==> src/rtl/serial_sub_nbit.sv <==
// Multi-cycle N-bit subtractor: diff = x - y - bin, BPC bits per clock, LSB first.
// Start/busy/done handshake; diff/bout/ovf are held until the next completion.
module serial_sub_nbit #(
  parameter int WIDTH = 8,
  parameter int BPC   = 1
) (
  input  logic             clk,
  input  logic             rst,
  input  logic             start,
  input  logic [WIDTH-1:0] x,
  input  logic [WIDTH-1:0] y,
  input  logic             bin,
  output logic             busy,
  output logic             done,
  output logic [WIDTH-1:0] diff,
  output logic             bout,
  output logic             ovf
);

  localparam int NS = WIDTH / BPC;
  localparam int CW = (NS > 1) ? $clog2(NS) : 1;

  generate
    if (WIDTH < 2 || BPC < 1 || BPC > WIDTH || (WIDTH % BPC) != 0) begin : g_param_check
      $error("serial_sub_nbit: illegal WIDTH/BPC combination");
    end
  endgenerate

  typedef enum logic [1:0] {IDLE, RUN, DONE} state_t;

  state_t           state;
  state_t           state_next;
  logic [WIDTH-1:0] x_sh;
  logic [WIDTH-1:0] y_sh;
  logic [WIDTH-1:0] acc;
  logic [WIDTH-1:0] acc_next;
  logic             brw;
  logic [CW-1:0]    cnt;
  logic             accept;
  logic             last;
  logic [BPC-1:0]   d_s;
  logic             chain_bout;
  logic             chain_bmsb;
  logic             b;

  // Handshake: start is a request honoured only in IDLE or DONE; busy marks the
  // RUN cycles, done is a one-cycle pulse in DONE when diff/bout/ovf are fresh.
  assign busy = (state == RUN);
  assign done = (state == DONE);
  assign last = (cnt == CW'(NS - 1));

  always_ff @(posedge clk or posedge rst) begin
    if (rst) state <= IDLE;
    else     state <= state_next;
  end

  always_comb begin
    state_next = state;
    accept     = 1'b0;
    case (state)
      IDLE: if (start) begin
        accept     = 1'b1;
        state_next = RUN;
      end
      RUN:  if (last) state_next = DONE;
      DONE: begin
        if (start) begin
          accept     = 1'b1;
          state_next = RUN;
        end else begin
          state_next = IDLE;
        end
      end
      default: state_next = IDLE;
    endcase
  end

  // BPC chained full-subtractor slices; chain_bmsb is the borrow entering the top slice.
  always_comb begin
    d_s        = '0;
    chain_bmsb = 1'b0;
    b          = brw;
    for (int i = 0; i < BPC; i++) begin
      if (i == BPC - 1) chain_bmsb = b;
      d_s[i] = x_sh[i] ^ y_sh[i] ^ b;
      b      = (~x_sh[i] & y_sh[i]) | (~(x_sh[i] ^ y_sh[i]) & b);
    end
    chain_bout = b;
  end

  assign acc_next = (acc >> BPC) | (WIDTH'(d_s) << (WIDTH - BPC));

  always_ff @(posedge clk or posedge rst) begin
    if (rst) begin
      x_sh <= '0;
      y_sh <= '0;
      acc  <= '0;
      brw  <= 1'b0;
      cnt  <= '0;
      diff <= '0;
      bout <= 1'b0;
      ovf  <= 1'b0;
    end else if (accept) begin
      x_sh <= x;
      y_sh <= y;
      brw  <= bin;
      cnt  <= '0;
    end else if (state == RUN) begin
      x_sh <= x_sh >> BPC;
      y_sh <= y_sh >> BPC;
      acc  <= acc_next;
      brw  <= chain_bout;
      cnt  <= cnt + CW'(1);
      if (last) begin
        diff <= acc_next;
        bout <= chain_bout;
        ovf  <= chain_bmsb ^ chain_bout;
      end
    end
  end

endmodule
==> config.mk <==
export PLATFORM = sky130hd
export DESIGN_NAME = serial_sub_nbit
export DESIGN_NICKNAME = d
export VERILOG_FILES = /design/src/rtl/serial_sub_nbit.sv
export SDC_FILE = /design/constraint.sdc
export NUM_CORES = 1
export LEC_CHECK = 0
export ABC_AREA = 1
export CAP_MARGIN = 25
export CORE_MARGIN = 2
export CORE_UTILIZATION = 30
export CTS_CLUSTER_SIZE = 28
export DETAILED_ROUTE_END_ITERATION = 10
export GPL_TIMING_DRIVEN = 1
export SETUP_SLACK_MARGIN = 0.1
export SYNTH_ARGS = -nofsm -noshare
export SYNTH_HDL_FRONTEND = slang
export SYNTH_SLANG_ARGS = --single-unit
==> constraint.sdc <==
create_clock -name clk -period 1.7 [get_ports clk]
set_input_delay 0.255 -clock clk [delete_from_list [all_inputs] [get_ports clk]]
set_output_delay 0.255 -clock clk [all_outputs]
set_load 0.05 [all_outputs]
==> impl_results.html, run 1 <==
<table>
<tr><th>Metric</th><th>Value</th></tr>
<tr><th colspan="2">Logic synthesis</th></tr>
<tr><td>Average footprint of a synthesized cell</td><td>8.28 um2</td></tr>
<tr><td>Number of distinct standard cells referenced by the synthesized netlist</td><td>19</td></tr>
<tr><td>Cell area after technology mapping</td><td>1830 um2</td></tr>
<tr><td>Portion of the post-synthesis area used by sequential elements</td><td>53.4%</td></tr>
<tr><td>Syn nets</td><td>244</td></tr>
<tr><td>Yosys synthesis warning count</td><td>0</td></tr>
<tr><td>Cells after synthesis</td><td>221</td></tr>
<tr><td>Register bit total from synthesis</td><td>39</td></tr>
<tr><th colspan="2">Critical path</th></tr>
<tr><td>Category of the worst setup path capture point</td><td>output port</td></tr>
<tr><td>Start-to-end type of the worst setup path</td><td>reg2out</td></tr>
<tr><td>Crit-path cells</td><td>inv_1 &gt; buf_4 &gt; nor2_2 &gt; buf_12</td></tr>
<tr><td>Crit-path max cell delay</td><td>0.37 ns</td></tr>
<tr><td>Buf+Inv Stages, Crit Path</td><td>3</td></tr>
<tr><td>Type of origin of the critical path</td><td>register</td></tr>
<tr><td>Crit-path slowest cell</td><td>sky130_fd_sc_hd__dfrtp_1</td></tr>
<tr><td>Cell family with the largest share of critical-path delay</td><td>buffers and inverters</td></tr>
<tr><td>Endpoint arrival time on the critical path</td><td>1.25 ns</td></tr>
<tr><td>Worst-path maximum fanout</td><td>6</td></tr>
<tr><td>Required time at the endpoint of the critical path</td><td>1.44 ns</td></tr>
<tr><th colspan="2">Route</th></tr>
<tr><td>Post-DR wirelength/cell</td><td>10.6 um</td></tr>
<tr><td>Router iterations before antenna repair</td><td>4</td></tr>
<tr><td>Starting DRC count in detailed routing</td><td>57</td></tr>
<tr><td>Final ANT Viol Nets</td><td>0</td></tr>
<tr><td>Total via count in the routed design</td><td>1,419</td></tr>
<tr><td>Total Routed Length</td><td>3560 um</td></tr>
<tr><td>Remaining DRCs</td><td>0</td></tr>
<tr><td>Vias per cell</td><td>4.22</td></tr>
<tr><th colspan="2">Cells and area</th></tr>
<tr><td>Antenna Diode Count</td><td>0</td></tr>
<tr><td>Post-layout net count</td><td>283</td></tr>
<tr><td>Area of all placed cells without fillers</td><td>2340 um2</td></tr>
<tr><td>Synthesis-to-layout area growth</td><td>28.1%</td></tr>
<tr><td>Fraction of final layout cells sized beyond drive strength 1</td><td>16.5%</td></tr>
<tr><th colspan="2">Timing</th></tr>
<tr><td>RSZ-0062 raised after global routing</td><td>false</td></tr>
<tr><td>Number of hold-slack violations in the final timing report</td><td>0</td></tr>
<tr><td>Measured slew at the worst slew-check pin</td><td>0.244 ns</td></tr>
<tr><td>Final setup skew</td><td>0.00696 ns</td></tr>
<tr><td>Final period demand of the worst path</td><td>1.50 ns</td></tr>
<tr><td>Total count of max-transition violations in the final report</td><td>0</td></tr>
<tr><td>Post-route clock period utilization</td><td>88.3%</td></tr>
<tr><td>Achievable frequency</td><td>0.666 GHz</td></tr>
<tr><td>Summed negative setup slack over all endpoints</td><td>0 ns</td></tr>
<tr><td>Final-report setup violation count</td><td>0</td></tr>
<tr><td>Relative slew slack</td><td>83.7%</td></tr>
<tr><th colspan="2">Placed design</th></tr>
<tr><td>Placed wire-length estimate after detailed placement</td><td>2490 um</td></tr>
<tr><td>Global placer's final weighted congestion</td><td>0.770</td></tr>
<tr><td>Placement Cell Area</td><td>2250 um2</td></tr>
<tr><td>Count of buffers inserted at the top-level ports</td><td>31</td></tr>
<tr><th colspan="2">Die</th></tr>
<tr><td>Placeable core region</td><td>5920 um2</td></tr>
<tr><td>Width of the die</td><td>82.1 um</td></tr>
<tr><td>Initial core utilization</td><td>30.9%</td></tr>
<tr><td>Die area</td><td>6740 um2</td></tr>
<tr><td>Cell Rows</td><td>28</td></tr>
<tr><td>I/O pin total</td><td>32</td></tr>
<tr><td>Die height</td><td>82.1 um</td></tr>
<tr><th colspan="2">Clocking</th></tr>
<tr><td>CTS sink cnt</td><td>39</td></tr>
<tr><td>Skew-Pair Late Insertion Delay</td><td>0.29 ns</td></tr>
<tr><td>Level count of the clock H-tree</td><td>2</td></tr>
<tr><td>Root cell of the clock tree</td><td>sky130_fd_sc_hd__clkbuf_8</td></tr>
<tr><td>Post-CTS Hold Buffers</td><td>0</td></tr>
<tr><td>Number of buffers added by the clock tree synthesis step</td><td>5</td></tr>
<tr><td>Clock slew at reported path FFs</td><td>0.08 ns</td></tr>
<tr><td>CTS tree</td><td>yes</td></tr>
<tr><td>Clock tree buffer depth</td><td>2</td></tr>
<tr><th colspan="2">Run status</th></tr>
<tr><td>Result of the run</td><td>complete, no violations</td></tr>
<tr><th colspan="2">GRT</th></tr>
<tr><td>Maximum number of pins on one net before global-route repair</td><td>40</td></tr>
<tr><td>Via count of the first global-routing pass</td><td>1,384</td></tr>
<tr><td>First-pass GRT wire length</td><td>5960 um</td></tr>
<tr><td>Aggregate global routing overflow</td><td>0</td></tr>
<tr><td>Initial antenna violation count</td><td>0</td></tr>
<tr><td>All-Layer GR Usage</td><td>11.6%</td></tr>
<tr><th colspan="2">Power</th></tr>
<tr><td>Leak Pwr</td><td>1.25 nW</td></tr>
<tr><td>Peak supply drop</td><td>0.910 mV</td></tr>
<tr><td>Power density over the cells</td><td>1890 nW/um2</td></tr>
<tr><th colspan="2">Hold path</th></tr>
<tr><td>Type of the tightest min-delay check</td><td>in2async</td></tr>
<tr><th colspan="2">Run</th></tr>
<tr><td>Maxcap violations</td><td>0</td></tr>
</table>
==> path summary, 6_finish.rpt <==
check	start	to	slack, ns	depth (start not counted)
worst max-delay path	state[1]	done	0.20	4
worst min-delay path	rst	diff[5]	0.32	3
worst max register to register	cnt[0]	diff[6]	0.38	5
worst min register to register	y_sh[7]	y_sh[7]	0.48	2
max in group asynchronous	rst	x_sh[3]	1.18	3
min in group clk	y_sh[7]	y_sh[7]	0.48	2
==> metrics by stage <==
step / std cells / utilization [%] / setup WS, ns / hold WS, ns / total power (W)
after floorplan: 221 / - / 0.154 / 0.372 / 0.00324
after global placement: 327 / 38.0 / 0.183 / 0.461 / 0.00379
after detailed placement: 327 / 38.0 / 0.171 / 0.460 / 0.00384
after CTS: 335 / 39.5 / 0.121 / 0.339 / 0.00449
after global routing: 336 / 39.6 / 0.116 / 0.356 / 0.00484
final: 336 / 39.6 / 0.199 / 0.323 / 0.00443
==> what timing repair did <==
action / 4_1_cts / 5_1_grt
setup buffers: 0 / 1
setup endpoints to repair: 1 / 1
resized for setup: 1 / 0
endpoints found under the hold margin: 0 / 0
==> worst min-delay path: stages <==
cell,delay [ns]
sky130_fd_sc_hd__clkdlybuf4s50_1,0.40
sky130_fd_sc_hd__inv_1,0.10
sky130_fd_sc_hd__buf_12,0.23
==> logic make-up (layout without fill, tap and decap cells) <==
logic type               count (synthesis)  after routing  synth area share (%)
adder cells (fa/ha/maj)                  3              3                  2.46
flip-flops                              39             39                  53.4
AO/OA/AOI/OAI                           18             18                  6.57
XOR/XNOR                                 1              1                 0.479
AND/OR/NAND/NOR                        116            116                  26.9
buffers and inverters                   44             84                  10.2
==> flip-flops by register name, summed over array words and instances, names as in the netlist, 2 cells and up <==
register	count
x_sh	8
y_sh	8
state	2
cnt	3
diff	8
acc	7
==> cell usage after synthesis <==
library cell	count	area (um2)
sky130_fd_sc_hd__nor2_1	6	22.5
sky130_fd_sc_hd__nor2_4	1	11.3
sky130_fd_sc_hd__clkbuf_1	2	7.51
sky130_fd_sc_hd__nand2_2	1	6.26
sky130_fd_sc_hd__nand2_1	85	319
sky130_fd_sc_hd__xnor2_1	1	8.76
sky130_fd_sc_hd__buf_6	2	22.5
sky130_fd_sc_hd__o21ai_2	8	70.1
sky130_fd_sc_hd__nand2_4	3	33.8
sky130_fd_sc_hd__inv_1	35	131
sky130_fd_sc_hd__buf_2	3	15.0
sky130_fd_sc_hd__dfrtp_1	39	976
sky130_fd_sc_hd__inv_4	1	6.26
sky130_fd_sc_hd__nand3_1	20	100
sky130_fd_sc_hd__inv_2	1	3.75
sky130_fd_sc_hd__o21ai_0	9	45.0
sky130_fd_sc_hd__ha_1	2	25.0
sky130_fd_sc_hd__fa_1	1	20.0
sky130_fd_sc_hd__a21oi_1	1	5.00
==> report_power, final <==
part / leakage [nW] / switching (W) / total, W / internal (W)
Combinational: 0.717 / 0.00144 / 0.00222 / 0.000786
Clock: 0.0412 / 0.000328 / 0.000615 / 0.000287
Sequential: 0.489 / 0.000231 / 0.00159 / 0.00136
==> per-layer routing <==
layer	vias up	share of wire (%)	global-route usage [%]
met5	-	0	0
met4	0	0.37	3.00
met3	2	4.3	3.30
met2	25	46	19.3
met1	648	49	14.6
li1	744	-	-
==> area by class of cell <==
type                       instances  area [um2]
sequential                        39         976
multi-input combinational        138         669
clock inverter                     2        12.5
inverter                          37         141
timing repair buffer              39         378
fill                             620        3580
tap                               75        93.8
clock buffer                       6        72.6
==> layout by cell type, fill, tap and decap left out <==
cell,synthesis,final
sky130_fd_sc_hd__nand3_1,20,20
sky130_fd_sc_hd__nand2_2,1,1
sky130_fd_sc_hd__o21ai_2,8,8
sky130_fd_sc_hd__buf_4,0,17
sky130_fd_sc_hd__nor2_4,1,1
sky130_fd_sc_hd__clkinvlp_4,0,1
sky130_fd_sc_hd__dfrtp_1,39,39
sky130_fd_sc_hd__clkbuf_8,0,5
sky130_fd_sc_hd__nand2_1,85,85
sky130_fd_sc_hd__nand2_4,3,3
sky130_fd_sc_hd__inv_2,1,1
sky130_fd_sc_hd__clkinv_2,0,1
sky130_fd_sc_hd__o21ai_0,9,9
sky130_fd_sc_hd__buf_12,0,3
sky130_fd_sc_hd__xnor2_1,1,1
sky130_fd_sc_hd__inv_1,35,35
sky130_fd_sc_hd__nor2_1,6,5
sky130_fd_sc_hd__a21oi_1,1,1
sky130_fd_sc_hd__clkbuf_1,2,1
sky130_fd_sc_hd__fa_1,1,1
sky130_fd_sc_hd__nor2_2,0,1
sky130_fd_sc_hd__clkdlybuf4s50_1,0,19
sky130_fd_sc_hd__ha_1,2,2
sky130_fd_sc_hd__inv_4,1,1
No activity file was read; power rests on OpenSTA's default activity.
==> run 2, diff against run 1 <==
- SETUP_SLACK_MARGIN: 0.1 -> unset
==> impl_results.html, run 2 (same netlist as run 1, synthesis figures left out) <==
<table>
<tr><th>Metric</th><th>Value</th></tr>
<tr><th colspan="2">Hold path</th></tr>
<tr><td>Type of the tightest min-delay check</td><td>in2async</td></tr>
<tr><th colspan="2">Critical path</th></tr>
<tr><td>Worst-path maximum fanout</td><td>6</td></tr>
<tr><td>Category of the worst setup path capture point</td><td>output port</td></tr>
<tr><td>Endpoint arrival time on the critical path</td><td>1.31 ns</td></tr>
<tr><td>Required time at the endpoint of the critical path</td><td>1.44 ns</td></tr>
<tr><td>R2R setup slack</td><td>0.37 ns</td></tr>
<tr><td>Start-to-end type of the worst setup path</td><td>reg2out</td></tr>
<tr><td>Type of origin of the critical path</td><td>register</td></tr>
<tr><th colspan="2">Route</th></tr>
<tr><td>Remaining DRCs</td><td>0</td></tr>
<tr><td>Total via count in the routed design</td><td>1,405</td></tr>
<tr><td>Starting DRC count in detailed routing</td><td>57</td></tr>
<tr><td>Vias per cell</td><td>4.19</td></tr>
<tr><td>Router iterations before antenna repair</td><td>4</td></tr>
<tr><td>Final ANT Viol Nets</td><td>0</td></tr>
<tr><td>Total Routed Length</td><td>3550 um</td></tr>
<tr><td>Post-DR wirelength/cell</td><td>10.6 um</td></tr>
<tr><th colspan="2">Timing</th></tr>
<tr><td>Total count of max-transition violations in the final report</td><td>0</td></tr>
<tr><td>Summed negative setup slack over all endpoints</td><td>0 ns</td></tr>
<tr><td>Final-report setup violation count</td><td>0</td></tr>
<tr><td>Final period demand of the worst path</td><td>1.56 ns</td></tr>
<tr><td>Post-route clock period utilization</td><td>91.8%</td></tr>
<tr><td>Achievable frequency</td><td>0.641 GHz</td></tr>
<tr><td>Worst Hold Slack</td><td>0.321 ns</td></tr>
<tr><td>Final setup skew</td><td>0.00760 ns</td></tr>
<tr><td>Relative slew slack</td><td>83.7%</td></tr>
<tr><td>RSZ-0062 raised after global routing</td><td>false</td></tr>
<tr><td>Number of hold-slack violations in the final timing report</td><td>0</td></tr>
<tr><td>Measured slew at the worst slew-check pin</td><td>0.245 ns</td></tr>
<tr><th colspan="2">Cells and area</th></tr>
<tr><td>Synthesis-to-layout area growth</td><td>27.7%</td></tr>
<tr><td>Post-layout net count</td><td>282</td></tr>
<tr><td>Biggest regs</td><td>diff: 8 flops, x_sh: 8 flops, y_sh: 8 flops</td></tr>
<tr><td>Top library cells by usage in the layout, fill and taps aside</td><td>85 x sky130_fd_sc_hd__nand2_1, 39 x sky130_fd_sc_hd__dfrtp_1, 35 x sky130_fd_sc_hd__inv_1, 20 x sky130_fd_sc_hd__nand3_1, 19 x sky130_fd_sc_hd__clkdlybuf4s50_1</td></tr>
<tr><td>Most common cell after layout, fill and taps aside</td><td>sky130_fd_sc_hd__nand2_1</td></tr>
<tr><td>Antenna Diode Count</td><td>0</td></tr>
<tr><td>Final cell count without fillers</td><td>335</td></tr>
<tr><td>Fraction of final layout cells sized beyond drive strength 1</td><td>16.2%</td></tr>
<tr><th colspan="2">Placed design</th></tr>
<tr><td>Global placer's final weighted congestion</td><td>0.770</td></tr>
<tr><td>Placed wire-length estimate after detailed placement</td><td>2490 um</td></tr>
<tr><td>Placed cell count</td><td>327</td></tr>
<tr><td>Count of buffers inserted at the top-level ports</td><td>31</td></tr>
<tr><th colspan="2">Die</th></tr>
<tr><td>Cell Rows</td><td>28</td></tr>
<tr><td>Die area</td><td>6740 um2</td></tr>
<tr><td>Width of the die</td><td>82.1 um</td></tr>
<tr><td>I/O pin total</td><td>32</td></tr>
<tr><td>Die height</td><td>82.1 um</td></tr>
<tr><td>Placeable core region</td><td>5920 um2</td></tr>
<tr><td>Initial core utilization</td><td>30.9%</td></tr>
<tr><th colspan="2">Power</th></tr>
<tr><td>Proportion of total power due to net switching</td><td>45.1%</td></tr>
<tr><td>Relative contribution of combinational cells to total power</td><td>50.1%</td></tr>
<tr><td>Power density over the cells</td><td>1890 nW/um2</td></tr>
<tr><td>Peak supply drop</td><td>0.904 mV</td></tr>
<tr><td>Internal power</td><td>0.00243 W</td></tr>
<tr><td>Reg power frac</td><td>36.0%</td></tr>
<tr><td>Clk pwr share</td><td>13.9%</td></tr>
<tr><td>Tot Pwr</td><td>0.00443 W</td></tr>
<tr><td>Net switching component of the power</td><td>0.00200 W</td></tr>
<tr><td>Leak Pwr</td><td>1.24 nW</td></tr>
<tr><th colspan="2">Run status</th></tr>
<tr><td>Result of the run</td><td>complete, no violations</td></tr>
<tr><th colspan="2">Clocking</th></tr>
<tr><td>Post-CTS repair timing setup buffer count</td><td>0</td></tr>
<tr><td>Skew-Pair Late Insertion Delay</td><td>0.29 ns</td></tr>
<tr><td>Clock slew at reported path FFs</td><td>0.08 ns</td></tr>
<tr><td>Level count of the clock H-tree</td><td>2</td></tr>
<tr><td>CTS sink cnt</td><td>39</td></tr>
<tr><td>Root cell of the clock tree</td><td>sky130_fd_sc_hd__clkbuf_8</td></tr>
<tr><td>Total of cells resized after clock tree synthesis</td><td>0</td></tr>
<tr><td>Post-CTS Hold Buffers</td><td>0</td></tr>
<tr><td>Clock tree buffer depth</td><td>2</td></tr>
<tr><td>CTS tree</td><td>yes</td></tr>
<tr><td>Number of buffers added by the clock tree synthesis step</td><td>5</td></tr>
<tr><th colspan="2">Run</th></tr>
<tr><td>Maxcap violations</td><td>0</td></tr>
<tr><th colspan="2">GRT</th></tr>
<tr><td>Maximum number of pins on one net before global-route repair</td><td>40</td></tr>
<tr><td>Via count of the first global-routing pass</td><td>1,368</td></tr>
<tr><td>All-Layer GR Usage</td><td>11.4%</td></tr>
<tr><td>Aggregate global routing overflow</td><td>0</td></tr>
<tr><td>Initial antenna violation count</td><td>0</td></tr>
<tr><td>First-pass GRT wire length</td><td>5890 um</td></tr>
</table>
==> run 2: cell count changes in the layout (fill, tap and decap cells not counted) <==
cell | before | now
sky130_fd_sc_hd__buf_4 | 17 | 16
==> run 2: final timing paths <==
kind | startpoint | endpoint | depth (start not counted)
min in group clk | y_sh[6] | y_sh[6] | 2
hold / removal | rst | diff[5] | 3
hold reg to reg | y_sh[6] | y_sh[6] | 2
setup reg to reg | cnt[0] | diff[6] | 5
setup / recovery | state[1] | done | 4
max in group asynchronous | rst | x_sh[3] | 3
==> run 2: worst max-delay path, stage by stage (launching register included) <==
cell                      delay [ns]
sky130_fd_sc_hd__dfrtp_1        0.41
sky130_fd_sc_hd__inv_1          0.14
sky130_fd_sc_hd__buf_4          0.19
sky130_fd_sc_hd__nor2_2         0.13
sky130_fd_sc_hd__buf_12         0.15
==> run 2: through the flow <==
stage / worst slack, ns / util, % / instance area [um2]
floorplan: 0.154 / - / 1830
global placement: 0.183 / 38.0 / 2250
detailed placement: 0.171 / 38.0 / 2250
CTS: 0.0532 / 39.4 / 2330
global route: 0.0512 / 39.5 / 2340
finish: 0.140 / 39.5 / 2340
==> run 2: routing by layer <==
metal,vias up,global-route usage (%),part of all wire (%)
li1,741,-,-
met4,0,3.00,0.37
met1,637,14.5,50
met3,2,3.30,4.3
met5,-,0,0
met2,25,19.0,45
==> run 2: power groups by stage <==
stage                     Sequential (W)  Clock, W  Combinational [W]
after detailed placement         0.00161         0            0.00223
final                            0.00159  0.000616            0.00222
after global routing             0.00165  0.000673            0.00251
after CTS                        0.00160  0.000643            0.00224
after global placement           0.00160         0            0.00219
after floorplan                  0.00194         0            0.00130
==> run 2: cell type report <==
cell class	instances	area (um2)
clock buffer	6	72.6
clock inverter	2	12.5
fill	620	3580
inverter	37	141
multi-input combinational	138	669
sequential	39	976
tap	75	93.8
timing repair buffer	38	370
